## config.mk

```make
export PLATFORM = sky130hd
export DESIGN_NAME = multicycle_ctrl
export DESIGN_NICKNAME = d
export VERILOG_FILES = /design/src/rtl/multicycle_pkg.sv /design/src/rtl/multicycle_ctrl_cond_check.sv /design/src/rtl/multicycle_ctrl.sv
export SDC_FILE = /design/constraint.sdc
export NUM_CORES = 1
export LEC_CHECK = 0
export BUFFER_PORTS_ARGS = -buffer_cell sky130_fd_sc_hd__buf_2
export CAP_MARGIN = 20
export CORE_MARGIN = 4
export CORE_UTILIZATION = 49
export CTS_CLUSTER_SIZE = 16
export DETAILED_ROUTE_END_ITERATION = 8
export GPL_TIMING_DRIVEN = 1
export PLACE_DENSITY = 0.91
export RECOVER_POWER = 50
export SLEW_MARGIN = 20
export SYNTH_ARGS = -nofsm -noshare
export SYNTH_HDL_FRONTEND = slang
export SYNTH_SLANG_ARGS = --single-unit
```

## constraint.sdc

```tcl
create_clock -name clk -period 3.16 [get_ports clk]
set_input_delay 0.316 -clock clk [delete_from_list [all_inputs] [get_ports clk]]
set_output_delay 0.316 -clock clk [all_outputs]
set_load 0.01 [all_outputs]
```

## src/rtl/multicycle_pkg.sv

```systemverilog
// ============================================================================
// Module      : multicycle_pkg
// Description : Shared encodings for the multicycle ARM control unit: state
//               codes, mux selects, ALU controls, opcodes and condition codes.
// Revision    : 1.0 - initial release
// ============================================================================
`default_nettype none

package multicycle_pkg;

    // FSM state encodings (4-bit, visible on the State debug port)
    localparam logic [3:0] S_FETCH   = 4'd0;
    localparam logic [3:0] S_DECODE  = 4'd1;
    localparam logic [3:0] S_MEMADR  = 4'd2;
    localparam logic [3:0] S_MEMRD   = 4'd3;
    localparam logic [3:0] S_MEMWB   = 4'd4;
    localparam logic [3:0] S_MEMWR   = 4'd5;
    localparam logic [3:0] S_EXECR   = 4'd6;
    localparam logic [3:0] S_EXECI   = 4'd7;
    localparam logic [3:0] S_ALUWB   = 4'd8;
    localparam logic [3:0] S_BRANCH  = 4'd9;
    localparam logic [3:0] S_UNKNOWN = 4'd15;

    localparam logic [1:0] ALU_ADD = 2'b00;
    localparam logic [1:0] ALU_SUB = 2'b01;
    localparam logic [1:0] ALU_AND = 2'b10;
    localparam logic [1:0] ALU_ORR = 2'b11;

    localparam logic [1:0] IMM_DP  = 2'b00;
    localparam logic [1:0] IMM_MEM = 2'b01;
    localparam logic [1:0] IMM_BR  = 2'b10;

    localparam logic [1:0] RES_ALUOUT    = 2'b00;
    localparam logic [1:0] RES_DATA      = 2'b01;
    localparam logic [1:0] RES_ALURESULT = 2'b10;

    localparam logic [1:0] SRCA_RD1    = 2'b00;
    localparam logic [1:0] SRCA_PC     = 2'b01;
    localparam logic [1:0] SRCA_ALUOUT = 2'b10;

    localparam logic [1:0] SRCB_RD2    = 2'b00;
    localparam logic [1:0] SRCB_EXTIMM = 2'b01;
    localparam logic [1:0] SRCB_FOUR   = 2'b10;

    localparam logic [1:0] REGSRC_NONE = 2'b00;
    localparam logic [1:0] REGSRC_MEM  = 2'b10;

    localparam logic [1:0] OP_DP  = 2'b00;
    localparam logic [1:0] OP_MEM = 2'b01;
    localparam logic [1:0] OP_BR  = 2'b10;

    localparam logic [3:0] CMD_AND = 4'b0000;
    localparam logic [3:0] CMD_SUB = 4'b0010;
    localparam logic [3:0] CMD_ADD = 4'b0100;
    localparam logic [3:0] CMD_CMP = 4'b1010;
    localparam logic [3:0] CMD_ORR = 4'b1100;

    localparam logic [3:0] COND_EQ = 4'b0000;
    localparam logic [3:0] COND_NE = 4'b0001;
    localparam logic [3:0] COND_CS = 4'b0010;
    localparam logic [3:0] COND_CC = 4'b0011;
    localparam logic [3:0] COND_MI = 4'b0100;
    localparam logic [3:0] COND_PL = 4'b0101;
    localparam logic [3:0] COND_VS = 4'b0110;
    localparam logic [3:0] COND_VC = 4'b0111;
    localparam logic [3:0] COND_HI = 4'b1000;
    localparam logic [3:0] COND_LS = 4'b1001;
    localparam logic [3:0] COND_GE = 4'b1010;
    localparam logic [3:0] COND_LT = 4'b1011;
    localparam logic [3:0] COND_GT = 4'b1100;
    localparam logic [3:0] COND_LE = 4'b1101;
    localparam logic [3:0] COND_AL = 4'b1110;
    localparam logic [3:0] COND_NV = 4'b1111;

endpackage

`default_nettype wire

```

## src/rtl/multicycle_ctrl_cond_check.sv

```systemverilog
// ============================================================================
// Module      : cond_check
// Description : NZCV flags register, ARM condition evaluation and gating of
//               the architectural write enables.
// Revision    : 1.0 - initial release
// ============================================================================
`default_nettype none

module cond_check
    import multicycle_pkg::*;
(
    input  logic       clk,
    input  logic       reset_n,
    input  logic [3:0] cond,
    input  logic [3:0] alu_flags,
    input  logic [1:0] flag_w,
    input  logic       reg_w,
    input  logic       mem_w,
    input  logic       branch,
    input  logic       next_pc,
    input  logic       rd_is_pc,
    output logic       reg_write,
    output logic       mem_write,
    output logic       pc_write
);

    logic [1:0] r_flags_nz;
    logic [1:0] r_flags_cv;
    logic       w_n;
    logic       w_z;
    logic       w_c;
    logic       w_v;
    logic       w_cond_ex;

    // The instruction's own condition gates its flag update.
    always_ff @(posedge clk or negedge reset_n) begin
        if (!reset_n) begin
            r_flags_nz <= 2'b00;
            r_flags_cv <= 2'b00;
        end else begin
            if (flag_w[1] && w_cond_ex) begin
                r_flags_nz <= alu_flags[3:2];
            end
            if (flag_w[0] && w_cond_ex) begin
                r_flags_cv <= alu_flags[1:0];
            end
        end
    end

    assign {w_n, w_z} = r_flags_nz;
    assign {w_c, w_v} = r_flags_cv;

    always_comb begin
        w_cond_ex = 1'b1;
        case (cond)
            COND_EQ: w_cond_ex = w_z;
            COND_NE: w_cond_ex = ~w_z;
            COND_CS: w_cond_ex = w_c;
            COND_CC: w_cond_ex = ~w_c;
            COND_MI: w_cond_ex = w_n;
            COND_PL: w_cond_ex = ~w_n;
            COND_VS: w_cond_ex = w_v;
            COND_VC: w_cond_ex = ~w_v;
            COND_HI: w_cond_ex = w_c & ~w_z;
            COND_LS: w_cond_ex = ~w_c | w_z;
            COND_GE: w_cond_ex = (w_n == w_v);
            COND_LT: w_cond_ex = (w_n != w_v);
            COND_GT: w_cond_ex = ~w_z & (w_n == w_v);
            COND_LE: w_cond_ex = w_z | (w_n != w_v);
            default: w_cond_ex = 1'b1;
        endcase
    end

    assign reg_write = reg_w & w_cond_ex;
    assign mem_write = mem_w & w_cond_ex;
    assign pc_write  = next_pc | (branch & w_cond_ex) | (reg_w & w_cond_ex & rd_is_pc);

endmodule

`default_nettype wire

```

## src/rtl/multicycle_ctrl.sv

```systemverilog
// ============================================================================
// Module      : multicycle_ctrl
// Description : Moore control FSM for the multicycle ARM core; drives the
//               datapath muxes and gates writes through cond_check.
//               MULTICYCLE_ROTIMM_EN: EXECI selects the rotated immediate.
// Revision    : 1.0 - initial release
// ============================================================================
`default_nettype none

module multicycle_ctrl
    import multicycle_pkg::*;
(
    input  logic       clk,
    input  logic       reset_n,
    input  logic [3:0] Cond,
    input  logic [1:0] Op,
    input  logic [5:0] Funct,
    input  logic [3:0] Rd,
    input  logic [3:0] ALUFlags,
    output logic       PCWrite,
    output logic       MemWrite,
    output logic       RegWrite,
    output logic       IRWrite,
    output logic       AdrSrc,
    output logic [1:0] ResultSrc,
    output logic [1:0] ALUSrcA,
    output logic [1:0] ALUSrcB,
    output logic [1:0] ImmSrc,
    output logic [1:0] RegSrc,
    output logic [1:0] ALUControl,
    output logic [3:0] State
);

    logic [3:0] r_state;
    logic [3:0] w_state_next;
    logic       w_i;
    logic [3:0] w_cmd;
    logic       w_s;
    logic       w_l;
    logic       w_is_cmp;
    logic       w_next_pc;
    logic       w_reg_w;
    logic       w_mem_w;
    logic       w_branch;
    logic       w_alu_op;
    logic [1:0] w_flag_w;

    assign w_i      = Funct[5];
    assign w_cmd    = Funct[4:1];
    assign w_s      = Funct[0];
    assign w_l      = Funct[0];
    assign w_is_cmp = (w_cmd == CMD_CMP);

    always_ff @(posedge clk or negedge reset_n) begin
        if (!reset_n) begin
            r_state <= S_FETCH;
        end else begin
            r_state <= w_state_next;
        end
    end

    always_comb begin
        w_state_next = S_UNKNOWN;
        case (r_state)
            S_FETCH:  w_state_next = S_DECODE;
            S_DECODE: begin
                case (Op)
                    OP_DP:   w_state_next = w_i ? S_EXECI : S_EXECR;
                    OP_MEM:  w_state_next = S_MEMADR;
                    OP_BR:   w_state_next = S_BRANCH;
                    default: w_state_next = S_UNKNOWN;
                endcase
            end
            S_MEMADR: w_state_next = w_l ? S_MEMRD : S_MEMWR;
            S_MEMRD:  w_state_next = S_MEMWB;
            S_EXECR,
            S_EXECI:  w_state_next = S_ALUWB;
            S_MEMWB,
            S_MEMWR,
            S_ALUWB,
            S_BRANCH: w_state_next = S_FETCH;
            default:  w_state_next = S_UNKNOWN;
        endcase
    end

    // Moore outputs: everything defaults to zero, then each state sets its own.
    always_comb begin
        IRWrite   = 1'b0;
        AdrSrc    = 1'b0;
        ResultSrc = RES_ALUOUT;
        ALUSrcA   = SRCA_RD1;
        ALUSrcB   = SRCB_RD2;
        ImmSrc    = IMM_DP;
        RegSrc    = REGSRC_NONE;
        w_next_pc = 1'b0;
        w_reg_w   = 1'b0;
        w_mem_w   = 1'b0;
        w_branch  = 1'b0;
        w_alu_op  = 1'b0;
        case (r_state)
            S_FETCH: begin
                IRWrite   = 1'b1;
                ALUSrcA   = SRCA_PC;
                ALUSrcB   = SRCB_FOUR;
                ResultSrc = RES_ALURESULT;
                w_next_pc = 1'b1;
            end
            S_DECODE: begin
                ALUSrcA   = SRCA_PC;
                ALUSrcB   = SRCB_FOUR;
                ResultSrc = RES_ALURESULT;
            end
            S_MEMADR: begin
                ALUSrcB = SRCB_EXTIMM;
                ImmSrc  = IMM_MEM;
                RegSrc  = REGSRC_MEM;
            end
            S_MEMRD: begin
                AdrSrc = 1'b1;
            end
            S_MEMWB: begin
                ResultSrc = RES_DATA;
                w_reg_w   = 1'b1;
            end
            S_MEMWR: begin
                AdrSrc  = 1'b1;
                w_mem_w = 1'b1;
            end
            S_EXECR: begin
                w_alu_op = 1'b1;
            end
            S_EXECI: begin
                ALUSrcB  = SRCB_EXTIMM;
                w_alu_op = 1'b1;
`ifdef MULTICYCLE_ROTIMM_EN
                ImmSrc   = IMM_MEM;
`else
                ImmSrc   = IMM_DP;
`endif
            end
            S_ALUWB: begin
                w_reg_w = ~w_is_cmp;
            end
            S_BRANCH: begin
                ALUSrcA   = SRCA_ALUOUT;
                ALUSrcB   = SRCB_EXTIMM;
                ImmSrc    = IMM_BR;
                ResultSrc = RES_ALURESULT;
                w_branch  = 1'b1;
            end
            default: begin
            end
        endcase
    end

    // CV only tracks arithmetic results, so logical ops update NZ alone.
    always_comb begin
        ALUControl = ALU_ADD;
        w_flag_w   = 2'b00;
        if (w_alu_op) begin
            case (w_cmd)
                CMD_ADD: ALUControl = ALU_ADD;
                CMD_SUB: ALUControl = ALU_SUB;
                CMD_AND: ALUControl = ALU_AND;
                CMD_ORR: ALUControl = ALU_ORR;
                CMD_CMP: ALUControl = ALU_SUB;
                default: ALUControl = ALU_ADD;
            endcase
            w_flag_w[1] = w_s;
            w_flag_w[0] = w_s & ~ALUControl[1];
        end
    end

    cond_check u_cond_check (
        .clk       (clk),
        .reset_n   (reset_n),
        .cond      (Cond),
        .alu_flags (ALUFlags),
        .flag_w    (w_flag_w),
        .reg_w     (w_reg_w),
        .mem_w     (w_mem_w),
        .branch    (w_branch),
        .next_pc   (w_next_pc),
        .rd_is_pc  (Rd == 4'd15),
        .reg_write (RegWrite),
        .mem_write (MemWrite),
        .pc_write  (PCWrite)
    );

    assign State = r_state;

endmodule

`default_nettype wire

```

=== Word-level counts from Yosys, hierarchy flattened ===
Index checks and enable logic that the tools add are counted.
W data, S select, Z words.

* Logic and storage cells: 83
* Output and inout port bits: 21
* Flip-flop bits (word level): 8
* Input port bits: 22

* Mux-type cells: 20
* Bitwise logic cells: 17
* Equality and inequality tests: 30
* Reductions and logical operators: 13

{| class="wikitable"
|+ Operators with widths
! cell !! count
|-
| $eq A4 B4 Y1 const B || 11
|-
| $eq A4 B3 Y1 const B || 8
|-
| $pmux W4 S6 || 1
|-
| $eq A4 B2 Y1 const B || 5
|-
| $pmux W2 S2 || 4
|-
| $pmux W1 S14 || 1
|-
| $logic_not A4 Y1 || 3
|-
| $pmux W4 S3 || 1
|-
| $eq A4 B1 Y1 const B || 2
|-
| $mux W2 || 4
|-
| $reduce_or A2 Y1 || 4
|-
| $and A1 B1 Y1 || 7
|-
| $mux W1 || 6
|-
| $not A1 Y1 || 6
|-
| $pmux W2 S3 || 1
|-
| $reduce_or A3 Y1 || 2
|-
| $or A1 B1 Y1 || 4
|-
| $reduce_or A4 Y1 || 1
|-
| $mux W3 || 1
|-
| $eq A2 B1 Y1 const B || 1
|-
| $eq A2 B2 Y1 const B || 1
|-
| $logic_and A1 B1 Y1 || 2
|-
| $logic_not A2 Y1 || 1
|-
| $pmux W1 S2 || 1
|-
| other kinds (2) || 2
|}

=== Depth between registers and ports, before layout ===
* Depth after elaboration: 8
* Mapped depth: 6

=== Cells and area by module ===
A second synthesis with hierarchy kept.

* Cells, all modules: 102
* Area total of the unflattened synthesis: 890.9 um^2

{| class="wikitable"
|+ By module, submodules not included
! module !! times used !! cells each !! area each (um^2)
|-
| multicycle_ctrl || 1 || 65 || 508.0
|-
| cond_check || 1 || 37 || 382.9
|}

=== Worst setup path before layout ===
OpenSTA, ideal clock, no wires.

* Path type: flip-flop to output port
* Start point: register r_state[2] (netlist: State[2])
* End point: output port RegSrc[1]
* Slack: 1.124 ns
* Arrival: 1.720 ns
* Cell stages (with the launch flop): 6
* Required time: 2.844 ns
* Path through: dfrtp_1 > clkbuf_1 > or2_2 > clkbuf_1 > nor3b_1 > buf_4

* Longest elaborated chain between the ends: 2

{| class="wikitable"
|+ Ends and longest elaborated chain
! what !! RTL line !! RTL
|-
| start, declared || multicycle_ctrl.sv:34 || <nowiki>logic [3:0] r_state;</nowiki>
|-
| start signal, assigned || multicycle_ctrl.sv:58 || <nowiki>r_state <= w_state_next;</nowiki>
|-
| $eq A4 B2 Y1 || multicycle_ctrl.sv:100 || <nowiki>case (r_state)</nowiki>
|-
| $mux W2 || multicycle_ctrl.sv:100 ||
|-
| end, declared || multicycle_ctrl.sv:29 || <nowiki>output logic [1:0] RegSrc,</nowiki>
|}

Every way passes these cells.

=== Final worst setup path ===
* Start point: register u_cond_check.r_flags_cv[0]
* End point: output port PCWrite

* Longest elaborated chain between the ends: 6

{| class="wikitable"
|+ Ends and longest elaborated chain
! what !! RTL line !! RTL
|-
| start, declared || multicycle_ctrl_cond_check.sv:28 || <nowiki>logic [1:0] r_flags_cv;</nowiki>
|-
| start signal, assigned || multicycle_ctrl_cond_check.sv:45 || <nowiki>r_flags_cv <= alu_flags[1:0];</nowiki>
|-
| $ne A1 B1 Y1 / $eq A1 B1 Y1 (equally long branches) || n/a ||
|-
| $or A1 B1 Y1 / $and A1 B1 Y1 (equally long branches) || multicycle_ctrl_cond_check.sv:69, multicycle_ctrl_cond_check.sv:68 ||
|-
| $pmux W1 S14 * || multicycle_ctrl_cond_check.sv:55 || <nowiki>case (cond)</nowiki>
|-
| $and A1 B1 Y1 || multicycle_ctrl_cond_check.sv:76 || <nowiki>assign pc_write = next_pc | (branch & w_cond_ex) | (reg_w & w_cond_ex & rd_is_pc);</nowiki>
|-
| $or A1 B1 Y1 / $and A1 B1 Y1 (equally long branches) || multicycle_ctrl_cond_check.sv:76 ||
|-
| $or A1 B1 Y1 * || multicycle_ctrl_cond_check.sv:76 ||
|-
| end, declared || multicycle_ctrl.sv:20 || <nowiki>output logic PCWrite,</nowiki>
|}

Every way passes the cells marked *; elsewhere a longest branch is shown, timed or not.

==> qor.yml <==
logic_synthesis:
  netlist-cell-type-count: 44
  syn_inst: 111
  yosysTopAreaCellShare: 0.218
  synthesis.nets: 137
  synth_area_um2: 917
  synth_area_leaders: "dfrtp_1 22%, ha_1 5.5%, o21ai_0 5.5%"
  synth_seq_area_share: 0.218
  synth.yosys.warnings: 0
  synth_top_area_cell: "dfrtp_1"
  async_flop_share: 1.00
  ys_seq_elements: 8
  syn_area_per_cell_um2: 8.26
  ys.flop_type: "dfrtp_1"
  synth_edf_count: 0
timing:
  setup_violations: 0
  maxSlewHeadroom: 0.662
  drv_slew: 0
  layout_setup_ws_ns: 0.801
  min_period_over_period: 0.747
  fin_skew_ns: 0.000271
  clock.fmax_mhz: 424
  worstMarginPinSlew_ns: 0.508
  layout_min_cycle_time_ns: 2.36
  fin_setup_tns_ns: 0
  hold_violations: 0
  rsz0062_at_grt: "false"
layout:
  final_common_cell: "buf_2"
  final_util: 0.639
  antennaDiodeCount: 0
  syn_to_final_growth_pct: 21.6
  finalNonFillerCells: 171
  final_nets: 174
  drive_gt1_frac: 0.301
  layout_common_cells: "34 x buf_2, 10 x o21ai_0, 8 x dfrtp_1, 8 x nand2_1, 7 x clkbuf_1"
hold_path:
  hold_class: "in2reg"
placed_design:
  dp_slack_ns: 1.06
  dp_cells: 167
  io_buffers: 41
  gp_congestion: 0.726
  place_hpwl_um: 1750
clock_tree:
  ctsHoldBuffers: 1
  cts_tree: "done"
  ctsResizeCount: 0
  cts_sinks: 8
  clkTransAtPathRegs_ns: 0.05
  clkLatencyLatePin_ns: 0.25
  htreeDepth: 1
  post_cts_buffers: 0
  clockBufferDepth: 2
  cts_inserted_buffers: 3
  clock-root-buffer: "clkbuf_4"
floorplan:
  core.rowCount: 15
  coreArea_um2: 1750
  fp.dieW_um: 51.3
  ios: 43
  initial_core_util: 0.525
  die_h_um: 51.3
  fp.dieArea_um2: 2630
setup_path:
  arrival_ns: 2.04
  crit_buf_inv: 1
  required_ns: 2.84
  start_kind: "flop"
  worst-path-max-fanout: 5
  worstPathCellList: "xor2_1 > a32o_1 > o211a_1 > nor3_2 > o21bai_1 > buf_2"
  max_stage_delay_ns: 0.43
  path_class: "reg2out"
  end_kind: "primary output"
  critPathSlowestCell: "dfrtp_1"
  crit_family: "compound AO/OA/AOI/OAI gates"
status:
  outcome: "finished clean"
drt:
  drc: 0
  vias: 947
  ant_nets: 0
  wl_per_cell_um: 12.6
  first_pass_iters: 4
  wirelength_um: 2160
  viasPerCell: 5.54
  drtIter0Drc: 9
global_routing:
  grt_max_degree: 20
  grt_first_pass_wirelength_um: 3420
  gr-total-overflow: 0
  antenna_found_initial: 0
  track_usage: 0.169
  grt_pass1_vias: 840
pwr:
  leakagePower_nw: 0.539
  power_density_nw_per_um2: 206
  ir_worst_vdd_mv: 0.184
  total_power_w: 0.000230
flow_run:
  max_cap_violations: 0
## layout make-up
type	instances	area [um2]
Clock buffer	3	22.5
Fill cell	153	631
Inverter	6	22.5
Multi-Input combinational cell	87	632
Sequential cell	8	200
Tap cell	25	31.3
Timing Repair Buffer	42	206
## state kept, by name (all words and copies together) (netlist names)
name,flops
State,4
u_cond_check.r_flags_cv,2
u_cond_check.r_flags_nz,2
## synthesized netlist by cell type (all sizes together) (2+ instances only)
library cell,count
a211oi,2
a21o,2
a21oi,3
buf,3
clkbuf,7
dfrtp,8
ha,4
inv,6
mux2,3
nand2,8
nand2b,4
nand3,2
nor2,6
nor3,5
nor3b,5
o21a,3
o21ai,10
o21bai,2
o22ai,2
o311ai,2
o32ai,2
or2,2
xnor2,3
xor2,2
## per-layer routing
layer	wire length, um	track usage	share of wire	vias up
met5	0	0	0	-
met4	19	0.0830	0.0088	0
met3	104	0.0262	0.048	2
met2	1110	0.315	0.52	32
met1	921	0.183	0.43	444
li1	-	-	-	469
## through the flow
stage | instance area, um2 | hold slack (ns)
after floorplan | 917 | 0.0204
after global placement | 1090 | 0.158
after detailed placement | 1090 | 0.159
after CTS | 1120 | 0.287
after global routing | 1110 | 0.295
final | 1110 | 0.284
## path summary, 6_finish.rpt
check | endpoint | cells past startpoint | slack [ns] | from
worst max register to register | u_cond_check.r_flags_nz[1] | 5 | 1.17 | u_cond_check.r_flags_cv[0]
worst min-delay path | u_cond_check.r_flags_nz[0] | 2 | 0.28 | ALUFlags[2]
worst min register to register | u_cond_check.r_flags_nz[0] | 1 | 0.58 | u_cond_check.r_flags_nz[0]
min in group asynchronous | State[1] | 2 | 0.51 | reset_n
worst max-delay path | PCWrite | 6 | 0.80 | u_cond_check.r_flags_cv[0]
max in group asynchronous | State[3] | 2 | 2.37 | reset_n
## worst register-to-register path: stages, from the launching register on
cell and delay [ns]:
dfrtp_1 0.43, xor2_1 0.20, a32o_1 0.29, o211a_1 0.28, o311ai_4 0.32, mux2_1 0.36
## kinds of logic after synthesis
logic type,count (synthesis),share of synthesized area
simple gates,40,0.254
compound gates,33,0.281
buf+inv,16,0.0928
flops,8,0.218
xor+xnor,5,0.0478
fa+ha+maj,4,0.0546
mux,4,0.0477
other cells,1,0.00409
## power by group
group | switching [W] | total (W) | internal [W]
registers | 0 | 0.000103 | 0.000103
logic | 0.0000298 | 0.0000533 | 0.0000235
clock network | 0.0000310 | 0.0000742 | 0.0000432
Note: power is estimated with default switching activity, not from simulation.
